==> src/rtl/rr_mux_arb_pkg.sv <==
// rr_mux_arb_pkg
//   Shared definitions for the arbitrated multiplexer slice:
//   - MODE_RR / MODE_FIXED : arbitration mode encodings for the MODE parameter
//   - arb_state_e          : output-register occupancy state (EMPTY / FULL)
//   - clog2()              : ceiling log2, used to size the channel index
package rr_mux_arb_pkg;

  localparam int MODE_RR    = 0;
  localparam int MODE_FIXED = 1;

  typedef enum logic {
    ST_EMPTY = 1'b0,
    ST_FULL  = 1'b1
  } arb_state_e;

  // Smallest r with 2**r >= n; callers guarantee n >= 2.
  function automatic int clog2(input int n);
    int r;
    r = 0;
    while ((1 << r) < n) r = r + 1;
    return r;
  endfunction

endpackage

==> src/rtl/rr_mux_arb_if.sv <==
// rr_mux_arb_if
//   Bundles the N producer streams and the single consumer stream.
//   Handshake rule (both sides): a beat moves on a rising clk edge when
//   valid and ready are both 1 in that cycle. The multiplexer's in_ready is
//   a combinational function of in_valid and out_ready, so producers must
//   not derive in_valid from in_ready.
//   Signals:
//     in_valid   [N]        per-channel valid
//     in_data    [N*WIDTH]  channel i at bits [i*WIDTH +: WIDTH]
//     in_ready   [N]        per-channel accept, one-hot or zero
//     out_valid             output register holds a beat
//     out_data   [WIDTH]    registered data
//     out_chan   [CW]       source channel of out_data
//     out_parity            XOR of all out_data bits
//     out_ready             consumer accepts the beat
//   Modports: slave = multiplexer side, master = producers/consumer side.
interface rr_mux_arb_if #(
  parameter int N     = 4,
  parameter int WIDTH = 8
);
  import rr_mux_arb_pkg::*;

  localparam int CW = clog2(N);

  logic [N-1:0]       in_valid;
  logic [N*WIDTH-1:0] in_data;
  logic [N-1:0]       in_ready;
  logic               out_valid;
  logic [WIDTH-1:0]   out_data;
  logic [CW-1:0]      out_chan;
  logic               out_parity;
  logic               out_ready;

  modport slave (
    input  in_valid, in_data, out_ready,
    output in_ready, out_valid, out_data, out_chan, out_parity
  );

  modport master (
    output in_valid, in_data, out_ready,
    input  in_ready, out_valid, out_data, out_chan, out_parity
  );

endinterface

==> src/rtl/rr_mux_arb_grant.sv <==
// rr_grant
//   Combinational N-way arbiter. Scans the request vector starting at the
//   pointer (round-robin) or at index 0 (fixed priority), wrapping modulo N,
//   and grants the first requester found.
//   Ports:
//     req   [N]   request vector (already qualified by the caller)
//     ptr   [CW]  round-robin start index, ignored when mode=1
//     mode        0 = round-robin, 1 = fixed priority
//     grant [N]   one-hot grant, zero when req is zero
//     idx   [CW]  encoded index of the granted bit (0 when no grant)
module rr_grant #(
  parameter int N  = 4,
  parameter int CW = 2
) (
  input  logic [N-1:0]  req,
  input  logic [CW-1:0] ptr,
  input  logic          mode,
  output logic [N-1:0]  grant,
  output logic [CW-1:0] idx
);

  int   start;
  int   cand;
  logic found;

  always_comb begin
    grant = '0;
    idx   = '0;
    found = 1'b0;
    cand  = 0;
    start = mode ? 0 : int'(ptr);
    for (int k = 0; k < N; k++) begin
      // start < N and k < N, so a single subtraction performs the wrap.
      cand = start + k;
      if (cand >= N) cand = cand - N;
      if (!found && req[cand]) begin
        found       = 1'b1;
        grant[cand] = 1'b1;
        idx         = CW'(cand);
      end
    end
  end

endmodule

==> src/rtl/rr_mux_arb.sv <==
// rr_mux_arb
//   N-input arbitrated multiplexer with a one-beat registered output stage.
//   A beat is accepted from the granted channel whenever the output register
//   is empty or is being drained in the same cycle, so the stage sustains one
//   beat per cycle with no bubble while out_ready=1.
//   Ports:
//     clk        rising-edge clock
//     rst        asynchronous active-high reset
//     bus        rr_mux_arb_if.slave (streams, see interface header)
//     state_dbg  current occupancy state of the output register
module rr_mux_arb
  import rr_mux_arb_pkg::*;
#(
  parameter int N     = 4,
  parameter int WIDTH = 8,
  parameter int MODE  = MODE_RR
) (
  input  logic        clk,
  input  logic        rst,
  rr_mux_arb_if.slave bus,
  output arb_state_e  state_dbg
);

  localparam int CW = clog2(N);

  arb_state_e       state;
  arb_state_e       state_next;
  logic [CW-1:0]    ptr;
  logic [WIDTH-1:0] data_q;
  logic [CW-1:0]    chan_q;
  logic             parity_q;

  logic             any_valid;
  logic             load_en;
  logic [N-1:0]     req;
  logic [N-1:0]     grant;
  logic [CW-1:0]    gidx;
  logic             xfer;
  logic [WIDTH-1:0] sel_data;

  assign any_valid = |bus.in_valid;
  // The register may take a new beat when empty or when its current beat
  // leaves this cycle.
  assign load_en   = (state == ST_EMPTY) | bus.out_ready;
  assign req       = bus.in_valid & {N{load_en}};
  assign xfer      = |grant;

  rr_grant #(
    .N  (N),
    .CW (CW)
  ) u_grant (
    .req   (req),
    .ptr   (ptr),
    .mode  (MODE == MODE_FIXED),
    .grant (grant),
    .idx   (gidx)
  );

  // One-hot AND-OR select avoids a variable part-select on the flat bus.
  always_comb begin
    sel_data = '0;
    for (int i = 0; i < N; i++) begin
      if (grant[i]) sel_data = sel_data | bus.in_data[i*WIDTH +: WIDTH];
    end
  end

  always_comb begin
    state_next = state;
    case (state)
      ST_EMPTY: if (any_valid) state_next = ST_FULL;
      ST_FULL:  if (bus.out_ready && !any_valid) state_next = ST_EMPTY;
      default:  state_next = ST_EMPTY;
    endcase
  end

  always_ff @(posedge clk or posedge rst) begin
    if (rst) state <= ST_EMPTY;
    else     state <= state_next;
  end

  always_ff @(posedge clk or posedge rst) begin
    if (rst) begin
      data_q   <= '0;
      chan_q   <= '0;
      parity_q <= 1'b0;
      ptr      <= '0;
    end else if (xfer) begin
      data_q   <= sel_data;
      chan_q   <= gidx;
      parity_q <= ^sel_data;
      // Fixed priority never moves the pointer, so it stays at its reset 0.
      if (MODE == MODE_RR) begin
        ptr <= (gidx == CW'(N - 1)) ? '0 : gidx + 1'b1;
      end
    end
  end

  assign bus.in_ready   = grant;
  assign bus.out_valid  = (state == ST_FULL);
  assign bus.out_data   = data_q;
  assign bus.out_chan   = chan_q;
  assign bus.out_parity = parity_q;
  assign state_dbg      = state;

endmodule

==> src/flat_wrapper.sv <==
// flat-port wrapper written by rule: the top's interface ports become plain ports
module rr_mux_arb_flat import rr_mux_arb_pkg::*;
#(
  parameter int N     = 4,
  parameter int WIDTH = 8,
  parameter int MODE  = MODE_RR
)
  (clk, rst, state_dbg, bus_in_valid, bus_in_data, bus_out_ready, bus_in_ready, bus_out_valid, bus_out_data, bus_out_chan, bus_out_parity);
  rr_mux_arb_if #(.N(N), .WIDTH(WIDTH)) bus_i ();
  input  logic clk;
  input  logic rst;
  output arb_state_e state_dbg;
  input wire logic [$bits(bus_i.in_valid)-1:0] bus_in_valid;
  input wire logic [$bits(bus_i.in_data)-1:0] bus_in_data;
  input wire logic [$bits(bus_i.out_ready)-1:0] bus_out_ready;
  output wire logic [$bits(bus_i.in_ready)-1:0] bus_in_ready;
  output wire logic [$bits(bus_i.out_valid)-1:0] bus_out_valid;
  output wire logic [$bits(bus_i.out_data)-1:0] bus_out_data;
  output wire logic [$bits(bus_i.out_chan)-1:0] bus_out_chan;
  output wire logic [$bits(bus_i.out_parity)-1:0] bus_out_parity;
  assign bus_i.in_valid = bus_in_valid;
  assign bus_i.in_data = bus_in_data;
  assign bus_i.out_ready = bus_out_ready;
  assign bus_in_ready = bus_i.in_ready;
  assign bus_out_valid = bus_i.out_valid;
  assign bus_out_data = bus_i.out_data;
  assign bus_out_chan = bus_i.out_chan;
  assign bus_out_parity = bus_i.out_parity;
  rr_mux_arb #(.N(N), .WIDTH(WIDTH), .MODE(MODE)) u_core (.clk(clk), .rst(rst), .bus(bus_i), .state_dbg(state_dbg));
endmodule
==> config.mk <==
export PLATFORM = sky130hd
export DESIGN_NAME = rr_mux_arb_flat
export DESIGN_NICKNAME = d
export VERILOG_FILES = /design/src/rtl/rr_mux_arb_pkg.sv /design/src/rtl/rr_mux_arb_if.sv /design/src/rtl/rr_mux_arb_grant.sv /design/src/rtl/rr_mux_arb.sv /design/src/flat_wrapper.sv
export SDC_FILE = /design/constraint.sdc
export NUM_CORES = 1
export LEC_CHECK = 0
export BUFFER_PORTS_ARGS = -buffer_cell sky130_fd_sc_hd__buf_2
export CORE_UTILIZATION = 47
export DETAILED_ROUTE_END_ITERATION = 8
export GPL_TIMING_DRIVEN = 0
export PLACE_DENSITY = 0.79
export SYNTH_ARGS = -nofsm -noshare
export SYNTH_HDL_FRONTEND = slang
export SYNTH_HIERARCHICAL = 1
export SYNTH_SLANG_ARGS = --single-unit
==> constraint.sdc <==
create_clock -name clk -period 4.1 [get_ports clk]
set_input_delay 0 -clock clk [delete_from_list [all_inputs] [get_ports clk]]
set_output_delay 0 -clock clk [all_outputs]
set_load 0.02 [all_outputs]
== After elaboration in Yosys (flattened, before gate mapping) ==
Index checks and enable logic that the tools add are counted.

* Output and inout bits: 17
* Input bits: 39
* Register bits after elaboration: 14
* Logic and storage cells: 93

* Magnitude comparators: 12
* Add/sub/neg operators: 8
* Mux-type cells: 43
* Eq/ne operators: 1
* Reductions and logical operators: 15
* Bitwise operators: 9

{| class="wikitable"
|+ Operator list
! cell !! number
|-
| greater-or-equal comparator 32 x 1 -> 1 bit (second input constant) || 4
|-
| less-than comparator 32 x 4 -> 1 bit (second input constant) || 4
|-
| 2-to-1 mux 32 bit || 4
|-
| 2-to-1 mux 8 bit || 4
|-
| OR 8 bit || 3
|-
| 2-to-1 mux 1 bit || 17
|-
| 2-to-1 mux 4 bit || 4
|-
| OR 4 bit || 3
|-
| subtractor 3 x 3 -> 4 bit (second input constant) || 3
|-
| 2-to-1 mux 2 bit || 5
|-
| greater-or-equal comparator 3 bit (second input constant) || 3
|-
| binary-select mux 1 bit (select 2 bit) || 4
|-
| demux 1 bit (select 2 bit) || 4
|-
| logical AND 1 bit || 8
|-
| OR reduction 4 bit || 2
|-
| parity 8 bit || 1
|-
| adder 2 x 2 -> 3 bit (second input constant) || 2
|-
| bitwise AND 4 bit || 1
|-
| zero test 1 bit || 4
|-
| subtractor 2 x 3 -> 4 bit (second input constant) || 1
|-
| adder 2 x 1 -> 3 bit (second input constant) || 1
|-
| greater-or-equal comparator 2 x 3 -> 1 bit (second input constant) || 1
|-
| adder 2 x 1 -> 2 bit (second input constant) || 1
|-
| equality test 2 bit (second input constant) || 1
|-
| 3 further kinds || 3
|}

== Depth between registers and ports, before layout ==
Gate-level depths: netlist of the first run.

* Word-level depth: 24
* Mapped depth: 13

== Modules after synthesis ==
The synthesis of the first run kept the hierarchy.

{| class="wikitable"
|+ By module, submodules not included
! module !! area each (um^2) !! cells each !! times used
|-
| rr_mux_arb || 860.8 || 80 || 1
|-
| rr_grant || 424.2 || 60 || 1
|}

== Worst setup path before layout of the first run ==
No wires, ideal clock.

* Kind: register to register
* Start point: register u_core.state, in the netlist u_core/bus.out_valid
* End point: register u_core.parity_q, in the netlist u_core/bus.out_parity
* Path buffers: 2
* Required time: 4.031 ns
* Cell stages (with the launch flop): 14
* Data arrival time: 3.549 ns
* Library setup time: 0.069 ns
* Path slack: 0.482 ns
* Cells stage by stage: dfrtp_1 nand2b_1 and2_1 clkbuf_1 or4b_2 o221ai_1 nand4_1 a31oi_1 buf_6 a22oi_1 a211o_1 a211o_1 a211oi_1 nand3b_1

* Cells in the longest elaborated chain, start to end: 24

{| class="wikitable"
|+ Ends and longest elaborated chain
! what !! RTL line !! RTL
|-
| from (decl) || rr_mux_arb.sv:26 || <nowiki>arb_state_e state;</nowiki>
|-
| from (signal assigned) || rr_mux_arb.sv:78 || <nowiki>else state <= state_next;</nowiki>
|-
| NOT 1 bit (*) || rr_mux_arb.sv:44 || <nowiki>assign load_en = (state == ST_EMPTY) | bus.out_ready;</nowiki>
|-
| OR 1 bit (*) || rr_mux_arb.sv:44 ||
|-
| bitwise AND 4 bit (*) || rr_mux_arb.sv:45 || <nowiki>assign req = bus.in_valid & {N{load_en}};</nowiki>
|-
| named net u_core.req[3] || rr_mux_arb.sv:35 || <nowiki>logic [N-1:0] req;</nowiki>
|-
| binary-select mux 1 bit (select 2 bit) || rr_mux_arb_grant.sv:36 || <nowiki>if (!found && req[cand]) begin</nowiki>
|-
| 2-to-1 mux 1 bit (implied by the code) (2 in a row) || rr_mux_arb_grant.sv:36 ||
|-
| 2-to-1 mux 1 bit || rr_mux_arb_grant.sv:36 ||
|-
| zero test 1 bit || rr_mux_arb_grant.sv:36 ||
|-
| [... 8 more ...] || - ||
|-
| named net bus_in_ready[0] || flat_wrapper.sv:16 || <nowiki>output wire logic [$bits(bus_i.in_ready)-1:0] bus_in_ready;</nowiki>
|-
| 2-to-1 mux 8 bit || rr_mux_arb.sv:63 || <nowiki>if (grant[i]) sel_data = sel_data | bus.in_data[i*WIDTH +: WIDTH];</nowiki>
|-
| OR 8 bit || rr_mux_arb.sv:63 ||
|-
| 2-to-1 mux 8 bit || rr_mux_arb.sv:63 ||
|-
| OR 8 bit || rr_mux_arb.sv:63 ||
|-
| 2-to-1 mux 8 bit || rr_mux_arb.sv:63 ||
|-
| OR 8 bit || rr_mux_arb.sv:63 ||
|-
| 2-to-1 mux 8 bit || rr_mux_arb.sv:63 ||
|-
| parity 8 bit || rr_mux_arb.sv:90 || <nowiki>parity_q <= ^sel_data;</nowiki>
|-
| to (signal assigned) || rr_mux_arb.sv:90 ||
|-
| to (decl) || rr_mux_arb.sv:31 || <nowiki>logic parity_q;</nowiki>
|}

The timed path passes the listed nets; every way through them passes the cells marked *. The select of a mux whose other input is x is not followed.
A chain may end at the register's enable or synchronous reset.

== Final worst setup path of the first run ==
* Start point: register u_core.state, in the netlist u_core/bus.out_valid
* End point: register u_core.parity_q, in the netlist u_core/bus.out_parity

* Cells in the longest elaborated chain, start to end: 24

{| class="wikitable"
|+ Ends and longest elaborated chain
! what !! RTL line
|-
| NOT 1 bit (*) || rr_mux_arb.sv:44
|-
| OR 1 bit (*) || rr_mux_arb.sv:44
|-
| bitwise AND 4 bit (*) || rr_mux_arb.sv:45
|-
| named net u_core.req[2] || rr_mux_arb.sv:35
|-
| binary-select mux 1 bit (select 2 bit) || rr_mux_arb_grant.sv:36
|-
| 2-to-1 mux 1 bit (implied by the code) (2 in a row) || rr_mux_arb_grant.sv:36
|-
| 2-to-1 mux 1 bit || rr_mux_arb_grant.sv:36
|-
| zero test 1 bit || rr_mux_arb_grant.sv:36
|-
| [... 8 more ...] || -
|-
| 2-to-1 mux 8 bit || rr_mux_arb.sv:63
|-
| OR 8 bit || rr_mux_arb.sv:63
|-
| 2-to-1 mux 8 bit || rr_mux_arb.sv:63
|-
| OR 8 bit || rr_mux_arb.sv:63
|-
| 2-to-1 mux 8 bit || rr_mux_arb.sv:63
|-
| OR 8 bit || rr_mux_arb.sv:63
|-
| 2-to-1 mux 8 bit || rr_mux_arb.sv:63
|-
| parity 8 bit || rr_mux_arb.sv:90
|}

Marks and branches as above.

==> impl_metrics.csv, run 1 <==
group,metric,value,unit
power,pwr-share-clk,8.7,%
clock_tree,cts_sinks,14,
final_layout,n_antenna_cell,0,
route,drt-total-wl,3.589,mm
placement,dp.cells,228,
clock_tree,cts_setup_buffers,0,
power,p_leak,0.8215,nW
placement,hpwl,2.654,mm
synthesis,yosysTopAreaCell,"dfrtp_1",
clock_tree,clk_pin_slew,0.09,ns
sta,min_period_over_period,90.55,%
clock_tree,cts_made_buffers,3,
flow_run,max_cap_viol_count,0,
die,coreArea,2522,sq um
setup_path,crit_start,"u_core/bus.out_valid",
clock_tree,cts_max_path_buffers,2,
setup_path,rr_endpoint,"u_core/bus.out_parity",
sta,min_period,3.713,ns
power,swShare,46.43,%
setup_path,cp-end-kind,"flop",
route,drtIter0Drc,57,
sta,setup_tns,0,ns
setup_path,cp.required,4.31,ns
setup_path,worst-setup-path-type,"flop to flop",
global_route,grt_pass1_wl,5.319,mm
setup_path,worstRegToRegCells,11,
die,die_w,54.29,microns
clock_tree,htree_num_levels,1,
synthesis,ys_warn_count,6,
sta,setup_viol,0,
synthesis,synth-seq-area-share,27.26,%
die,die-area,2947,sq um
clock_tree,post_cts_resize_count,0,
power,combPwrFrac,69.6,%
synthesis,syn_inst,140,
sta,clock_skew,0.003603,ns
global_route,grt_util_all_layers,24.87,%
worst_hold_path,hp-class,"primary input to flop",
global_route,antenna_found_initial,0,
setup_path,rrSetupSlack,0.39,ns
die,start_util,50.94,%
power,power.density,671.4,nW/um^2
setup_path,r2r-start,"u_core/bus.out_valid",
synthesis,synth.most_common_cell,"dfrtp_1",
clock_tree,cts_hold_buf,5,
synthesis,synth-seq-cells,14,
placement,dpl-instance-area,1609,sq um
synthesis,synth_commonest_cells,"dfrtp_1 (14), nand2_1 (11), a22oi_1 (10)",
power,p_int,0.0006097,W
power,max-vdd-ir-drop,421.2,uV
route,num_vias,1395,
power,pwr-share-seq,21.7,%
worst_hold_path,worstHoldStart,"bus_in_data[2]",
route,detail-route-antenna-nets,0,
clock_tree,cts_tree,"built",
sta,rsz0062_at_grt,"no",
final_layout,syn_to_final_growth,31.94,%
sta,maxSlewViolCount,0,
sta,slew-limit-headroom,45.23,%
synthesis,synthDistinctLibCells,50,
synthesis,synth_edf_count,0,
die,num_rows,18,
run_status,status,"complete, no violations",
final_layout,instances_no_fill,237,
global_route,gr-total-overflow,0,
route,drcViolationCount,0,
setup_path,arrival,3.93,ns
synthesis,synthTopCellsByArea,"dfrtp_1 (27%), a22oi_1 (5.8%), mux2_2 (4.4%)",
synthesis,synth_top_area_share,27.26,%
die,pin_count,56,
sta,worst_slew_pin_slew,0.8140,ns
synthesis,synthFlopType,"dfrtp_1",
final_layout,fin_area,1695,sq um
synthesis,avgSynthCellArea,9.178,sq um
synthesis,synth-async-reset-ratio,100.0,%
setup_path,crit_chain,"nand2b_1, and2_1, mux2_4, a222oi_1, mux2i_1, a22o_1, buf_6, nor4_1, buf_2, nand2_1, nand3b_1",
global_route,grt_pass1_vias,1247,
clock_tree,clk_latency,0.27,ns
setup_path,cp-endpoint,"u_core/bus.out_parity",
setup_path,slowest_stage,"nor4_1",
synthesis,syn_area,1285,sq um
route,via_per_inst,5.886,
sta,hold_violations,0,
route,first_pass_iters,5,
global_route,grt_max_degree,15,
clock_tree,cts_root_buf,"clkbuf_4",
sta,fmax,269.4,MHz
die,die_y,54.29,microns
setup_path,cp_max_fo,10,
power,power.switching,0.0005285,W
placement,io_buffer_count,55,
placement,place.gp.congestion,0.9550,
final_layout,layout-drive-gt1-share,40.10,%
setup_path,crit_path_start_kind,"flop",
route,wl_per_cell,15.14,microns
final_layout,nets,248,
setup_path,critPathMaxStageDelay,0.71,ns
-- layout make-up --
| class | count | area (sq um) |
|---|---|---|
| inverters | 4 | 15.01 |
| well taps | 30 | 37.54 |
| plain buffers | 13 | 91.34 |
| clock buffers | 4 | 36.28 |
| repair buffers | 60 | 325.3 |
| fillers | 221 | 827.0 |
| multi-input cells | 112 | 839.6 |
| flip-flops and latches | 14 | 350.3 |
-- power groups by stage --
| stage | Clock, W | Sequential (W) | Combinational (W) |
|---|---|---|---|
| floorplan | 0 | 0.000314 | 0.000518 |
| global placement | 0 | 0.000244 | 0.000751 |
| detailed placement | 0 | 0.000249 | 0.000774 |
| CTS | 0.000103 | 0.000246 | 0.000784 |
| global route | 0.000110 | 0.000257 | 0.000863 |
| finish | 0.0000989 | 0.000247 | 0.000792 |
-- state kept, by name (all words and copies together), names as in the netlist --
name,cells
u_core/bus.out_parity,1
u_core/bus.out_data,8
u_core/bus.out_valid,1
u_core/ptr,2
u_core/bus.out_chan,2
-- cell usage in the layout, fill, tap and decap left out, types with 4 or more instances in the layout --
cell type      count
a211oi_1           4
and2_1             5
inv_1              4
mux2i_1            4
conb_1             4
nand2_1           11
mux2_2             5
clkbuf_1           5
a22o_1             4
a22oi_1           10
nand3_1            4
buf_2             58
dfrtp_1           14
dlygate4sd3_1      5
a22o_2             5
a211o_1            6
o211ai_1           5
-- worst min-delay path by stage --
stage,slack (ns),depth (start not counted),endpoint
3_5_place_dp,0.08,2,u_core/bus.out_data[5]
3_3_place_gp,0.06,2,u_core/bus.out_data[0]
2_1_floorplan,-0.11,1,u_core/bus.out_chan[0]
4_1_cts,0.005,3,u_core/bus.out_data[2]
5_1_grt,0.01,3,u_core/bus.out_data[5]
6_report,0.01,3,u_core/bus.out_data[2]
-- metrics by stage --
step	worst slack (ns)	utilization, %	total power (W)	hold slack (ns)
after floorplan	0.4819	-	0.0008316	-0.1108
after global placement	0.5723	63.79	0.0009946	0.05870
after detailed placement	0.4655	63.79	0.001023	0.08442
after CTS	0.4523	67.21	0.001133	0.004755
after global routing	0.1554	67.21	0.001230	0.01414
final	0.3875	67.21	0.001138	0.01486
-- cells by family after synthesis --
| group | synth area share, % |
|---|---|
| multiplexers | 8.665 |
| adder cells (fa/ha/maj) | 0.9736 |
| buffers and inverters | 8.276 |
| AO/OA/AOI/OAI | 36.42 |
| XOR/XNOR | 0.6817 |
| flip-flops | 27.26 |
| AND/OR/NAND/NOR | 17.43 |
| other | 0.2918 |
-- worst max-delay path: cells and delay by family, from the launching register on --
kind / cells / cell delay (ns)
buffers and inverters: 2 / 0.52
AOI/OAI and AO/OA: 2 / 1.03
muxes: 2 / 0.54
DFF: 1 / 0.38
and+or+nand+nor: 5 / 1.19
-- metal layers --
metal	routed length, microns	global-route usage (%)	vias up	share of wire (%)
li1	-	-	683	-
met3	295	5.556	4	8.2
met4	25	5.128	0	0.70
met1	1561	30.66	627	43
met2	1706	43.90	81	48
met5	0	0	-	0
Note: power is estimated with default switching activity, not from simulation.
==> run 2: changes to the inputs <==
--- a/config.mk
+++ b/config.mk
@@ -6,11 +6,11 @@
 export NUM_CORES = 1
 export LEC_CHECK = 0
 export BUFFER_PORTS_ARGS = -buffer_cell sky130_fd_sc_hd__buf_2
-export CORE_UTILIZATION = 47
+export CAP_MARGIN = 20
+export CORE_UTILIZATION = 49
 export DETAILED_ROUTE_END_ITERATION = 8
 export GPL_TIMING_DRIVEN = 0
-export PLACE_DENSITY = 0.79
+export PLACE_DENSITY = 0.8
 export SYNTH_ARGS = -nofsm -noshare
 export SYNTH_HDL_FRONTEND = slang
-export SYNTH_HIERARCHICAL = 1
 export SYNTH_SLANG_ARGS = --single-unit
==> impl_metrics.csv, run 2 <==
group,metric,value,unit
run_status,status,"complete, no violations",
synthesis,synth.most_common_cell,"nand2_1",
sta,holdWs,0.006446,ns
synthesis,syn-num-nets,209,
sta,setup_tns,0,ns
final_layout,fillers,239,
final_layout,mostFrequentLayoutCells,"buf_2 (56), nand2_1 (25), dfrtp_1 (13), inv_1 (10), ha_1 (9)",
route,num_vias,1480,
setup_path,worstRegToRegCells,12,
setup_path,cp_max_fo,10,
sta,slew-limit-headroom,64.13,%
clock_tree,cts_max_path_buffers,2,
synthesis,synth_top_area_share,24.31,%
synthesis,synthFlopType,"dfrtp_1",
global_route,antenna_found_initial,0,
power,power,0.001604,W
sta,maxSlewViolCount,0,
synthesis,synthDistinctLibCells,50,
setup_path,arrival,4.01,ns
synthesis,synth_commonest_cells,"nand2_1 (25), dfrtp_1 (14), inv_1 (10)",
sta,clock_skew,0.002163,ns
synthesis,synthTopCellsByArea,"dfrtp_1 (24%), ha_1 (7.8%), nand2_1 (6.5%)",
placement,hpwl,2.942,mm
final_layout,largest_reg_flops,8,
die,die-area,3162,sq um
sta,setup_viol,0,
global_route,grt_max_degree,15,
clock_tree,cts_made_buffers,3,
sta,hold_violations,0,
setup_path,crit_chain,"buf_2, inv_2, ha_1, mux2i_2, nor3_1, o211ai_1, nand4_2, a22oi_1, nand2_1, xnor3_1, xnor3_1, nand2_1",
placement,io_buffer_count,55,
sta,min_period_over_period,93.66,%
sta,worst_slew_pin_slew,0.5305,ns
setup_path,crit_path_start_kind,"flop",
clock_tree,cts_tree,"built",
power,p_leak,0.9111,nW
setup_path,r2r-start,"u_core.ptr[0]",
final_layout,syn_to_final_growth,27.69,%
sta,rsz0062_at_grt,"no",
placement,place.gp.congestion,0.8233,
die,die_w,56.24,microns
power,max-vdd-ir-drop,1037,uV
placement,dpl-instance-area,1755,sq um
clock_tree,htree_num_levels,1,
setup_path,rr_endpoint,"u_core.bus.out_parity",
sta,fmax,260.4,MHz
sta,min_period,3.840,ns
worst_hold_path,hp-class,"primary input to flop",
synthesis,syn_area,1441,sq um
clock_tree,cts_root_buf,"clkbuf_4",
setup_path,cp-endpoint,"u_core.bus.out_parity",
route,wl_per_cell,15.33,microns
final_layout,layout_commonest_cell,"buf_2",
route,detail-route-antenna-nets,0,
setup_path,critPathMaxStageDelay,0.47,ns
synthesis,syn_inst,161,
final_layout,n_antenna_cell,0,
synthesis,avgSynthCellArea,8.953,sq um
die,pin_count,56,
global_route,gr-total-overflow,0,
route,drcViolationCount,0,
die,num_rows,19,
die,start_util,51.82,%
route,via_per_inst,5.827,
setup_path,slowest_stage,"dfrtp_2",
power,power.density,871.3,nW/um^2
route,drtIter0Drc,168,
synthesis,ys_warn_count,0,
setup_path,rrSetupSlack,0.26,ns
die,die_y,56.24,microns
global_route,grt_util_all_layers,23.71,%
route,first_pass_iters,4,
setup_path,crit_start,"u_core.ptr[0]",
synthesis,synth-seq-cells,14,
route,drt-total-wl,3.895,mm
global_route,grt_pass1_vias,1335,
synthesis,yosysTopAreaCell,"dfrtp_1",
setup_path,worst-setup-path-type,"flop to flop",
final_layout,layout-drive-gt1-share,36.77,%
clock_tree,clk_pin_slew,0.08,ns
clock_tree,cts_sinks,14,
setup_path,cp.required,4.27,ns
flow_run,max_cap_viol_count,0,
clock_tree,clk_latency,0.27,ns
setup_path,cp-end-kind,"flop",
final_layout,nets,272,
global_route,grt_pass1_wl,6.037,mm
synthesis,synth-seq-area-share,24.31,%
die,coreArea,2781,sq um
final_layout,fin_area,1841,sq um
synthesis,synth-async-reset-ratio,100.0,%
synthesis,synth_edf_count,0,
==> run 2: per-layer routing <==
layer,GRT usage [%],share of wire (%),up-vias
met5,0,0,-
met1,35.95,47,700
met4,4.878,0.31,0
met2,37.59,48,41
met3,1.163,4.3,4
li1,-,-,735
==> run 2: cells by family after synthesis <==
logic type	after synthesis	synth area share (%)
DFF	14	24.31
AOI/OAI and AO/OA	44	24.30
adders and majority gates	9	7.813
xor gates and xnor gates	5	4.948
and+or+nand+nor	66	27.26
buffers and inverters	16	4.514
muxes	7	6.857
==> run 2: critical path: cells and delay by family (launching register included) <==
family          cells  cell delay [ns]
xor+xnor            2             0.72
simple gates        4             0.64
mux                 1             0.37
fa+ha+maj           1             0.45
buf+inv             2             0.38
compound gates      2             0.70
flops               1             0.47
==> run 2: cell type report <==
type | instances | area, sq um | share of cell area, %
multi-input cells | 131 | 1042 | 56.63
inverters | 11 | 41.29 | 2.243
flip-flops and latches | 14 | 351.6 | 19.10
well taps | 31 | 38.79 | 2.107
repair buffers | 59 | 310.3 | 16.86
clock buffers | 4 | 36.28 | 1.971
plain buffers | 4 | 20.02 | 1.088
==> run 2: how the worst min path moves through the flow <==
stage | from | end | slack, ns | cells after the start
after global routing | bus_in_data[11] | u_core.bus.out_data[3] | 0.02 | 3
final | bus_in_data[9] | u_core.bus.out_data[1] | 0.006 | 3
after global placement | rst | u_core.bus.out_chan[0] | 0.04 | 2
after floorplan | rst | u_core.bus.out_chan[0] | -0.11 | 1
after CTS | bus_in_data[9] | u_core.bus.out_data[1] | 0.001 | 3
after detailed placement | rst | u_core.bus.out_data[2] | 0.05 | 2
==> run 2: what timing repair did <==
| action | 4_1_cts | 5_1_grt |
|---|---|---|
| endpoints found under the setup margin | 0 | 12 |
| gates resized for setup | 0 | 4 |
| hold buffers | 2 | 0 |
| buffers inserted | 0 | 2 |
| endpoints found under the hold margin | 15 | 0 |
==> run 2: per-stage QoR <==
stage	instances	worst slack (ns)	util (%)
6_report	254	0.2598	66.17
5_1_grt	254	0.06010	66.17
4_1_cts	253	0.04428	65.14
3_5_place_dp	247	0.07814	63.11
3_3_place_gp	247	0.1314	63.11
2_1_floorplan	161	0.5157	-
==> run 2: power by group <==
group	internal (W)	switching, W	leakage [nW]
sequential	0.000217	0.0000584	0.163
combinational	0.000578	0.000655	0.727
clock	0.0000539	0.0000419	0.0210
